===== src/rtl/spi_mem_pkg.sv =====
// Shared opcodes, FSM states and lane helpers for the SPI SRAM bridge.
// Fast-read build option: SPI_FAST_READ_EN.
package spi_mem_pkg;

    localparam logic [7:0] OP_READ  = 8'h03;
    localparam logic [7:0] OP_WRITE = 8'h02;
    localparam logic [7:0] OP_FREAD = 8'h0B;
    localparam int         DUMMY_BITS = 8;

    typedef enum logic [2:0] {
        S_IDLE,
        S_CMD,
        S_ADDR,
        S_DUMMY,
        S_DATA,
        S_DONE,
        S_GAP
    } state_t;

    function automatic logic [1:0] sel_lo(input logic [3:0] sel);
        if (sel[0])      return 2'd0;
        else if (sel[1]) return 2'd1;
        else if (sel[2]) return 2'd2;
        else             return 2'd3;
    endfunction

    function automatic logic [1:0] sel_hi(input logic [3:0] sel);
        if (sel[3])      return 2'd3;
        else if (sel[2]) return 2'd2;
        else if (sel[1]) return 2'd1;
        else             return 2'd0;
    endfunction

endpackage


===== src/rtl/spi_mem_shifter.sv =====
// SPI mode-0 byte engine: SCK divider, MSB-first shift out/in, byte strobe.
// Fast-read build option: SPI_FAST_READ_EN (no effect here).
module spi_mem_shifter
    import spi_mem_pkg::*;
#(
    parameter int CLK_DIV = 1
) (
    input  logic       clk,
    input  logic       rst_n,
    input  logic       i_load,
    input  logic [7:0] i_tx,
    input  logic       i_miso,
    output logic       o_sck,
    output logic       o_mosi,
    output logic       o_byte_done,
    output logic [7:0] o_rx
);

    localparam int DW = (CLK_DIV > 1) ? $clog2(CLK_DIV) : 1;
    localparam logic [DW-1:0] DIV_LAST = DW'(CLK_DIV - 1);

    logic [DW-1:0] r_div;
    logic [2:0]    r_bit;
    logic [7:0]    r_tx;
    logic [7:0]    r_rx;
    logic          r_sck;
    logic          r_busy;
    logic          w_phase_end;

    assign w_phase_end = r_busy && (r_div == DIV_LAST);
    assign o_byte_done = w_phase_end && r_sck && (r_bit == 3'd7);
    assign o_rx        = {r_rx[6:0], i_miso};
    assign o_sck       = r_sck;
    assign o_mosi      = r_tx[7];

    // A load on the byte-end edge chains bytes with no idle SCK period.
    always_ff @(posedge clk) begin
        if (!rst_n) begin
            r_div  <= '0;
            r_bit  <= '0;
            r_tx   <= '0;
            r_rx   <= '0;
            r_sck  <= 1'b0;
            r_busy <= 1'b0;
        end else if (i_load) begin
            r_busy <= 1'b1;
            r_tx   <= i_tx;
            r_bit  <= '0;
            r_div  <= '0;
            r_sck  <= 1'b0;
        end else if (w_phase_end) begin
            r_div <= '0;
            r_sck <= ~r_sck;
            if (r_sck) begin
                r_rx  <= o_rx;
                r_tx  <= {r_tx[6:0], 1'b0};
                r_bit <= r_bit + 3'd1;
                if (r_bit == 3'd7) r_busy <= 1'b0;
            end
        end else if (r_busy) begin
            r_div <= r_div + DW'(1);
        end
    end

endmodule


===== src/rtl/spi_mem_wb_bridge.sv =====
// Wishbone-classic slave mapping 32-bit loads/stores onto a 23LC-style SPI SRAM.
// Build option SPI_FAST_READ_EN: reads use 0x0B plus one dummy byte.
module spi_mem_wb_bridge
    import spi_mem_pkg::*;
#(
    parameter int AW         = 15,
    parameter int ADDR_BYTES = 2,
    parameter int CLK_DIV    = 1,
    parameter int CS_IDLE    = 2
) (
    input  logic          clk,
    input  logic          rst_n,
    input  logic [AW-1:0] i_wb_adr,
    input  logic [31:0]   i_wb_dat,
    input  logic [3:0]    i_wb_sel,
    input  logic          i_wb_we,
    input  logic          i_wb_cyc,
    output logic [31:0]   o_wb_rdt,
    output logic          o_wb_ack,
    output logic          spi_sck,
    output logic          spi_ss,
    output logic          spi_mosi,
    input  logic          spi_miso
);

    localparam int AFW         = ADDR_BYTES * 8;
    localparam int DUMMY_BYTES = DUMMY_BITS / 8;
    localparam int CNT_MAX     = (ADDR_BYTES > DUMMY_BYTES) ? ADDR_BYTES : DUMMY_BYTES;
    localparam int CW          = (CNT_MAX > 1) ? $clog2(CNT_MAX) : 1;
    localparam int GW          = (CS_IDLE > 1) ? $clog2(CS_IDLE) : 1;
`ifdef SPI_FAST_READ_EN
    localparam logic [7:0] RD_OP = OP_FREAD;
`else
    localparam logic [7:0] RD_OP = OP_READ;
`endif

    state_t          r_state;
    state_t          w_nxt;
    logic [AFW-1:0]  r_addr;
    logic [31:0]     r_wdat;
    logic [31:0]     r_rdt;
    logic [23:0]     r_rbuf;
    logic [1:0]      r_lane;
    logic [1:0]      r_hi;
    logic            r_we;
    logic            r_ack;
    logic            r_ss;
    logic [CW-1:0]   r_cnt;
    logic [GW-1:0]   r_gap;

    logic            w_load;
    logic [7:0]      w_tx;
    logic            w_byte_done;
    logic [7:0]      w_rx;
    logic [1:0]      w_lo;
    logic [1:0]      w_hi;
    logic [1:0]      w_lane_n;
    logic [AW-1:0]   w_start;
    logic            w_wr_nop;
    logic            w_last_lane;
    logic            w_unused;

    assign w_lo        = sel_lo(i_wb_sel);
    assign w_hi        = sel_hi(i_wb_sel);
    assign w_start     = {i_wb_adr[AW-1:2], (i_wb_we ? w_lo : 2'b00)};
    assign w_wr_nop    = i_wb_we && (i_wb_sel == 4'b0000);
    assign w_lane_n    = r_lane + 2'd1;
    assign w_last_lane = (r_lane == r_hi);
    assign w_unused    = &{1'b0, i_wb_adr[1:0]};

    assign o_wb_rdt = r_rdt;
    assign o_wb_ack = r_ack;
    assign spi_ss   = r_ss;

    spi_mem_shifter #(
        .CLK_DIV (CLK_DIV)
    ) u_shift (
        .clk         (clk),
        .rst_n       (rst_n),
        .i_load      (w_load),
        .i_tx        (w_tx),
        .i_miso      (spi_miso),
        .o_sck       (spi_sck),
        .o_mosi      (spi_mosi),
        .o_byte_done (w_byte_done),
        .o_rx        (w_rx)
    );

    always_comb begin
        w_nxt  = r_state;
        w_load = 1'b0;
        w_tx   = 8'h00;
        unique case (r_state)
            S_IDLE: begin
                if (i_wb_cyc) begin
                    if (w_wr_nop) begin
                        w_nxt = S_DONE;
                    end else begin
                        w_nxt  = S_CMD;
                        w_load = 1'b1;
                        w_tx   = i_wb_we ? OP_WRITE : RD_OP;
                    end
                end
            end
            S_CMD: begin
                if (w_byte_done) begin
                    w_nxt  = S_ADDR;
                    w_load = 1'b1;
                    w_tx   = r_addr[AFW-1 -: 8];
                end
            end
            S_ADDR: begin
                if (w_byte_done) begin
                    w_load = 1'b1;
                    if (r_cnt != '0) begin
                        w_tx = r_addr[AFW-1 -: 8];
                    end else if (r_we) begin
                        w_nxt = S_DATA;
                        w_tx  = r_wdat[{r_lane, 3'b000} +: 8];
                    end else begin
`ifdef SPI_FAST_READ_EN
                        w_nxt = S_DUMMY;
`else
                        w_nxt = S_DATA;
`endif
                    end
                end
            end
            S_DUMMY: begin
                if (w_byte_done) begin
                    w_load = 1'b1;
                    if (r_cnt == '0) w_nxt = S_DATA;
                end
            end
            S_DATA: begin
                if (w_byte_done) begin
                    if (w_last_lane) begin
                        w_nxt = S_DONE;
                    end else begin
                        w_load = 1'b1;
                        w_tx   = r_we ? r_wdat[{w_lane_n, 3'b000} +: 8] : 8'h00;
                    end
                end
            end
            S_DONE: w_nxt = S_GAP;
            S_GAP:  if (r_gap == '0) w_nxt = S_IDLE;
            default: w_nxt = S_IDLE;
        endcase
    end

    always_ff @(posedge clk) begin
        if (!rst_n) begin
            r_state <= S_IDLE;
            r_addr  <= '0;
            r_wdat  <= '0;
            r_rdt   <= '0;
            r_rbuf  <= '0;
            r_lane  <= '0;
            r_hi    <= '0;
            r_we    <= 1'b0;
            r_ack   <= 1'b0;
            r_ss    <= 1'b1;
            r_cnt   <= '0;
            r_gap   <= '0;
        end else begin
            r_state <= w_nxt;
            r_ack   <= (w_nxt == S_DONE);
            r_ss    <= !(w_nxt inside {S_CMD, S_ADDR, S_DUMMY, S_DATA});
            unique case (r_state)
                S_IDLE: begin
                    if (i_wb_cyc) begin
                        r_we   <= i_wb_we;
                        r_wdat <= i_wb_dat;
                        r_addr <= AFW'(w_start);
                        r_lane <= i_wb_we ? w_lo : 2'd0;
                        r_hi   <= i_wb_we ? w_hi : 2'd3;
                    end
                end
                S_CMD: begin
                    if (w_byte_done) begin
                        r_addr <= r_addr << 8;
                        r_cnt  <= CW'(ADDR_BYTES - 1);
                    end
                end
                S_ADDR: begin
                    if (w_byte_done) begin
                        if (r_cnt != '0) begin
                            r_addr <= r_addr << 8;
                            r_cnt  <= r_cnt - CW'(1);
                        end else begin
                            r_cnt <= CW'(DUMMY_BYTES - 1);
                        end
                    end
                end
                S_DUMMY: if (w_byte_done) r_cnt <= r_cnt - CW'(1);
                S_DATA: begin
                    // Read bytes arrive lane 0 first; shift them down from the top.
                    if (w_byte_done) begin
                        r_rbuf <= {w_rx, r_rbuf[23:8]};
                        if (w_last_lane) begin
                            if (!r_we) r_rdt <= {w_rx, r_rbuf};
                        end else begin
                            r_lane <= w_lane_n;
                        end
                    end
                end
                S_DONE: r_gap <= GW'(CS_IDLE - 1);
                S_GAP:  r_gap <= r_gap - GW'(1);
                default: ;
            endcase
        end
    end

endmodule


===== config.mk =====
export PLATFORM = sky130hd
export DESIGN_NAME = spi_mem_wb_bridge
export DESIGN_NICKNAME = d
export VERILOG_FILES = /design/src/rtl/spi_mem_pkg.sv /design/src/rtl/spi_mem_shifter.sv /design/src/rtl/spi_mem_wb_bridge.sv
export SDC_FILE = /design/constraint.sdc
export NUM_CORES = 1
export LEC_CHECK = 0
export CORE_ASPECT_RATIO = 2
export CORE_MARGIN = 2
export CORE_UTILIZATION = 49
export CTS_CLUSTER_DIAMETER = 200
export CTS_CLUSTER_SIZE = 30
export DETAILED_ROUTE_END_ITERATION = 8
export HOLD_SLACK_MARGIN = 0.12
export PLACE_DENSITY = 0.87
export SLEW_MARGIN = 30
export SYNTH_ARGS = -nofsm -noshare
export SYNTH_HDL_FRONTEND = slang
export SYNTH_HIERARCHICAL = 1
export SYNTH_SLANG_ARGS = --single-unit
export TNS_END_PERCENT = 50

===== constraint.sdc =====
create_clock -name clk -period 2.1 [get_ports clk]
set_input_delay 0.315 -clock clk [delete_from_list [all_inputs] [get_ports clk]]
set_output_delay 0.315 -clock clk [all_outputs]
set_load 0.02 [all_outputs]

# ---- Yosys cells after proc, flatten, opt, wreduce, memory -nomap -nowiden
# Index checks and enable logic that the tools add are counted.
dict set report classes {
  reduce_logical 29
  n_bitwise 5
  muxes 56
  addsub 5
  shifts 2
  eq_ne 20
}
# op count
set op_table {}
lappend op_table {{8-bit 2-to-1 mux} 10}
lappend op_table {{16-bit 2-to-1 mux} 4}
lappend op_table {{32-bit by 6-bit variable part select with 8-bit output} 2}
lappend op_table {{16-bit case mux with 3 select lines} 1}
lappend op_table {{8-bit case mux with 4 select lines} 1}
lappend op_table {{3-bit 2-to-1 mux} 8}
lappend op_table {{2-bit 2-to-1 mux} 11}
lappend op_table {{3-bit == test (second input constant)} 6}
lappend op_table {{3-bit case mux with 6 select lines} 1}
lappend op_table {{1-bit 2-to-1 mux} 16}
lappend op_table {{3-bit by 2-bit == test with 1-bit output (second input constant)} 4}
lappend op_table {{4-bit AND reduction} 3}
lappend op_table {{2-bit nonzero test} 5}
lappend op_table {{2-bit by 1-bit inequality test with 1-bit output (second input constant)} 4}
lappend op_table {{2-bit AND reduction} 4}
lappend op_table {{3-bit by 1-bit == test with 1-bit output (second input constant)} 2}
lappend op_table {{2-bit inequality test (second input constant)} 3}
lappend op_table {{1-bit case mux with 3 select lines} 2}
lappend op_table {{3-bit AND reduction} 2}
lappend op_table {{3-bit nonzero test} 2}
lappend op_table {{3-bit OR reduction} 2}
lappend op_table {{1-bit NOT} 5}
lappend op_table {{5-bit AND reduction} 1}
lappend op_table {{1-bit logical AND} 4}
lappend op_table {{other kinds (12)} 14}
dict set report totals {
  register_bits 137
  output_inout_bits 36
  word_cells 135
  in_bits 56
}

# ---- Logic depth before layout (Yosys ltp)
# Gate-level depths: netlist of the first run.
dict set report depth {
  word_depth 9
  mapped_depth 10
  depth_no_buf 9
}

# ---- Modules after synthesis
# Netlist of the first run, hierarchy kept.
# module cells_per_inst seq_area_each_um2 n_inst area_each_um2
set modules_own_cells {}
lappend modules_own_cells {spi_mem_wb_bridge 614 2322.2 1 5088.6}
lappend modules_own_cells {spi_mem_shifter 103 420.4 1 865.8}

# ---- Worst setup path before layout of the first run
# Ideal clock, no wire load.
dict set report synth_path {
  path_type {register to register}
  from {register u_shift.r_sck (netlist: u_shift/o_sck)}
  to {register u_shift.r_tx[0]}
  path_buffers 1
  setup_slack_ns -0.176
  setup_ns 0.076
  path_stages_with_launch 10
  t_required_ns 2.024
  arrival_time_ns 2.200
  cell_sequence {dfxtp_1 and3b_1 and2_1 buf_2 nor2b_1 nor3b_1 a21oi_1 o221ai_1 nand2_1 a21boi_0}
}
# item line_no
set synth_rtl {}
lappend synth_rtl {{start, declared} spi_mem_shifter.sv:26} ;# logic r_sck;
lappend synth_rtl {{start signal, assigned} spi_mem_shifter.sv:53} ;# r_sck <= ~r_sck;
lappend synth_rtl {{1-bit logical AND * (2 in series)} spi_mem_shifter.sv:31} ;# assign o_byte_done = w_phase_end && r_sck && (r_bit == 3'd7);
lappend synth_rtl {{named net w_byte_done} spi_mem_wb_bridge.sv:53} ;# logic w_byte_done;
lappend synth_rtl {{8-bit 2-to-1 mux, on equally long branches} {spi_mem_wb_bridge.sv:136, spi_mem_wb_bridge.sv:106, spi_mem_wb_bridge.sv:113}}
lappend synth_rtl {{8-bit case mux with 4 select lines *} spi_mem_wb_bridge.sv:93} ;# unique case (r_state)
lappend synth_rtl {{named net w_tx[0]} spi_mem_wb_bridge.sv:52} ;# logic [7:0] w_tx;
lappend synth_rtl {{8-bit 2-to-1 mux *} spi_mem_shifter.sv:45} ;# end else if (i_load) begin
lappend synth_rtl {{end signal, assigned} spi_mem_shifter.sv:47} ;# r_tx <= i_tx;
lappend synth_rtl {{end signal, assigned} spi_mem_shifter.sv:56} ;# r_tx <= {r_tx[6:0], 1'b0};
lappend synth_rtl {{end, declared} spi_mem_shifter.sv:24} ;# logic [7:0] r_tx;
# Mark *: on every way through the listed nets, which the timed path passes. The rest lies on a longest branch.
# A chain may end at the register's enable or synchronous reset.

# ---- Final worst setup path of the first run
dict set report layout_path {
  from {register r_state[0]}
  to {register u_shift.r_tx[1]}
}
dict set report layout_via {
  elab_chain_cells 5
}
# item line_no
set layout_lines {}
lappend layout_lines {{start, declared} spi_mem_wb_bridge.sv:37} ;# state_t r_state;
lappend layout_lines {{start signal, assigned} spi_mem_wb_bridge.sv:166} ;# r_state <= w_nxt;
lappend layout_lines {{3-bit by 2-bit == test with 1-bit output or 3-bit by 1-bit == test with 1-bit output (tied branches)} spi_mem_wb_bridge.sv:93}
lappend layout_lines {{3-bit OR reduction (no source line)} -}
lappend layout_lines {{1-bit case mux with 3 select lines *} spi_mem_wb_bridge.sv:93}
lappend layout_lines {{named net w_load} spi_mem_wb_bridge.sv:51} ;# logic w_load;
lappend layout_lines {{2-bit nonzero test (no source line)} -}
lappend layout_lines {{2-bit AND reduction (no source line)} -}
# Marked as above.

==> flow_summary.yaml, run 1 <==
clocking:
  clk_pin_slew_worst_paths_ns: 0.06
  cts_tree: "done"
  cts_root_buf: "clkbuf_16"
  cts_buffer_depth: 2
  ctsHoldBuffers: 0
  numCtsBuffers: 17
  clkLatencyLatePin_ns: 0.42
  cts_htree_levels: 4
  clock_sinks: 137
timing:
  post-route-period-util_pct: 96.0
  finalClockSkew_ns: 0.00879
  fin_crit_ns: 2.02
  tns_ns: 0
  worst_slew_pin_slew_ns: 0.543
  fmax_mhz: 496
  setup_viol: 0
  maxSlewHeadroom_pct: 63.8
  final-max-slew-violation-count: 0
  hold_viol: 0
place:
  port_buffers: 89
  hpwl_um: 9380
  gp_congestion: 0.839
power:
  powerDensity_nw_per_um2: 819
  peakVddDrop_v: 0.000613
  leakage_nw: 2.67
global_route:
  antenna_found_initial: 0
  first_global_vias: 5233
  overflow: 0
  grt_max_degree: 57
  grt_usage_pct: 22.5
  grt_pass1_wl_um: 23400
yosys:
  synthFlopType: "dfxtp_1"
  synth-edff-count: 0
  synthDistinctLibCells: 51
  syn_inst: 717
  synth_seq_cells: 137
  synth_top_cell_by_area: "dfxtp_1"
  avgSynthCellArea_um2: 8.30
  async_reset_ff_share_pct: 0
  syn_area_um2: 5950
  synth_top_area_share_pct: 46.1
  yosysMostFrequentCell: "nand2_1"
  synth-warning-count: 6
  syn_nets: 775
  synth.area.top_cells: "dfxtp_1 (46%), nand2_1 (15%), a21oi_1 (9.7%)"
  synth_common_cells: "nand2_1 (234), dfxtp_1 (137), a21oi_1 (116)"
  seq_area_frac_synth_pct: 46.1
floorplan:
  die_w_um: 82.0
  initial_core_util_pct: 49.7
  rows: 57
  coreArea_um2: 12000
  die_area_um2: 13100
  num_io_pins: 92
  die_y_um: 160
worst_hold_path:
  holdPathEnd: "r_wdat[19]"
  worstHoldPathType: "input pin to flip-flop"
  whs_path_depth: 3
  hp-start: "i_wb_dat[19]"
setup_path:
  critPathTopFamily: "simple AND/OR/NAND/NOR gates"
  path_cells: "or4b_4, nor2_2, a21o_1, inv_1, buf_4, o21ai_0, a21oi_1"
  rr_startpoint: "r_state[0]"
  worstSetupStartpoint: "r_state[0]"
  reg2regPathDepth: 7
  critPathKind: "flip-flop to flip-flop"
  startpoint_type: "flip-flop"
  slowest_stage: "or4b_4"
  cp.arrival_ns: 2.32
  worstReg2RegEnd: "u_shift/r_tx[1]"
  rrSetupSlack_ns: 0.08
  crit_fanout: 8
  critPathCaptureType: "flip-flop"
  cpPeakStageDelay_ns: 0.58
  cp_data_required_time_ns: 2.40
  critical_path_buf_inv_count: 2
outcome:
  outcome: "complete, no violations"
drt:
  viasPerCell: 5.66
  vias: 5487
  postRouteAntennaNets: 0
  routed_wirelength_um: 14700
  firstDrtPassIters: 5
  wl_per_cell_um: 15.2
  drc: 0
  drt_iter0_markers: 434
cells_and_area:
  fillers: 971
  multi_input_area_um2: 2930
  utilization_pct: 64.6
  fin_nets: 867
  regArea_um2: 2740
  syn2layout_area_growth_pct: 29.9
  drive_above_1_share_pct: 13.1
  diodes: 0
flow_run:
  cap_violations: 0
power by group:
group	internal, mW	switching, mW	total (mW)	leakage, nW
clock network	1.83	1.15	2.98	0.281
logic	0.293	0.301	0.594	1.27
registers	2.69	0.0749	2.76	1.11
total	4.81	1.53	6.34	2.67
repair_timing:
action | CTS | global route
resized for setup | 1 | 9
pin swaps | 0 | 3
buffers inserted | 0 | 5
endpoints found under the setup margin | 4 | 23
sequential cells by signal, summed over array words and instances (netlist names), 2 cells and up:
| name | cells |
|---|---|
| o_wb_rdt | 32 |
| r_wdat | 32 |
| r_rbuf | 24 |
| r_addr | 16 |
| u_shift/r_tx | 8 |
| u_shift/r_rx | 7 |
| r_state | 3 |
| u_shift/r_bit | 3 |
| r_hi | 2 |
| r_lane | 2 |
worst min-delay path, stage by stage:
cell and delay, ns:
clkdlybuf4s50_1 0.39, nand2_1 0.06, a21oi_1 0.05
how the worst max path moves through the flow:
stage,to,slack [ns],cells past startpoint
2_1_floorplan,u_shift/r_tx[0],0.05,9
4_1_cts,u_shift/r_tx[7],0.01,6
3_5_place_dp,u_shift/r_rx[6],-0.28,8
5_1_grt,u_shift/r_tx[1],-0.007,8
3_3_place_gp,u_shift/r_rx[1],-0.24,8
6_report,u_shift/r_tx[1],0.08,7
layer usage:
layer	global-route usage, %	routed length, µm	vias to the layer above
met3	5.48	964	36
met1	27.8	6020	2595
met2	37.0	7390	231
met4	8.41	332	0
li1	-	-	2625
met5	0	0	-
layout by cell type, fill, tap and decap left out, types with 2 or more instances in the layout:
cell / n
nand2_1: 234
dfxtp_1: 137
a21oi_1: 116
clkdlybuf4s50_1: 89
buf_4: 33
o21ai_0: 20
clkbuf_16: 17
mux4_2: 16
nand3_1: 16
nor2_1: 15
inv_1: 11
a21boi_0: 9
a22oi_1: 8
a311oi_1: 8
o221ai_1: 7
nand2b_1: 7
nor2b_1: 5
buf_12: 5
xnor2_1: 4
clkinvlp_4: 4
nor3_2: 3
a21o_1: 3
and2_1: 3
nand3b_1: 3
nand4b_1: 3
nor3b_4: 2
nor3b_1: 2
mux2i_1: 2
clkbuf_8: 2
bufinv_16: 2
inv_6: 2
clkinv_4: 2
ha_1: 2
stage by stage:
step | setup WS [ns] | total power [mW] | cell area (µm²) | hold WS [ns] | std cells
global placement | -0.240 | 3.37 | 7060 | 0.437 | 932
detailed placement | -0.276 | 3.39 | 7060 | 0.448 | 932
floorplan | 0.0493 | 3.14 | 5960 | 0.424 | 717
CTS | 0.0105 | 6.35 | 7660 | 0.433 | 964
finish | 0.0832 | 6.34 | 7740 | 0.442 | 969
global route | -0.00657 | 6.52 | 7740 | 0.449 | 969
cell type report:
class	instances	area share (%)
Inverter	12	0.582
Tap cell	147	2.38
Multi-Input combinational cell	514	37.8
Sequential cell	137	35.5
Timing Repair Buffer	127	16.0
Clock inverter	12	1.83
Clock buffer	20	5.90
cell families (layout without fill, tap and decap cells):
family / after synthesis / in the layout / share of synthesized area (%)
AND/OR/NAND/NOR: 310 / 310 / 23.2
flip-flops: 137 / 137 / 46.1
AO/OA/AOI/OAI: 180 / 180 / 17.6
multiplexers: 18 / 18 / 6.39
adder cells (fa/ha/maj): 2 / 2 / 0.420
buffers and inverters: 66 / 171 / 5.72
XOR/XNOR: 4 / 4 / 0.588
Power figures use the tool's default switching activity.
==> inputs of run 2 (changes only) <==
--- a/config.mk
+++ b/config.mk
@@ -5,6 +5,7 @@
 export SDC_FILE = /design/constraint.sdc
 export NUM_CORES = 1
 export LEC_CHECK = 0
+export ABC_CLOCK_PERIOD_IN_PS = 2100
 export CORE_ASPECT_RATIO = 2
 export CORE_MARGIN = 2
 export CORE_UTILIZATION = 49
==> results of run 2 <==
The final DEF is identical to that of run 1; final timing and power are the same.
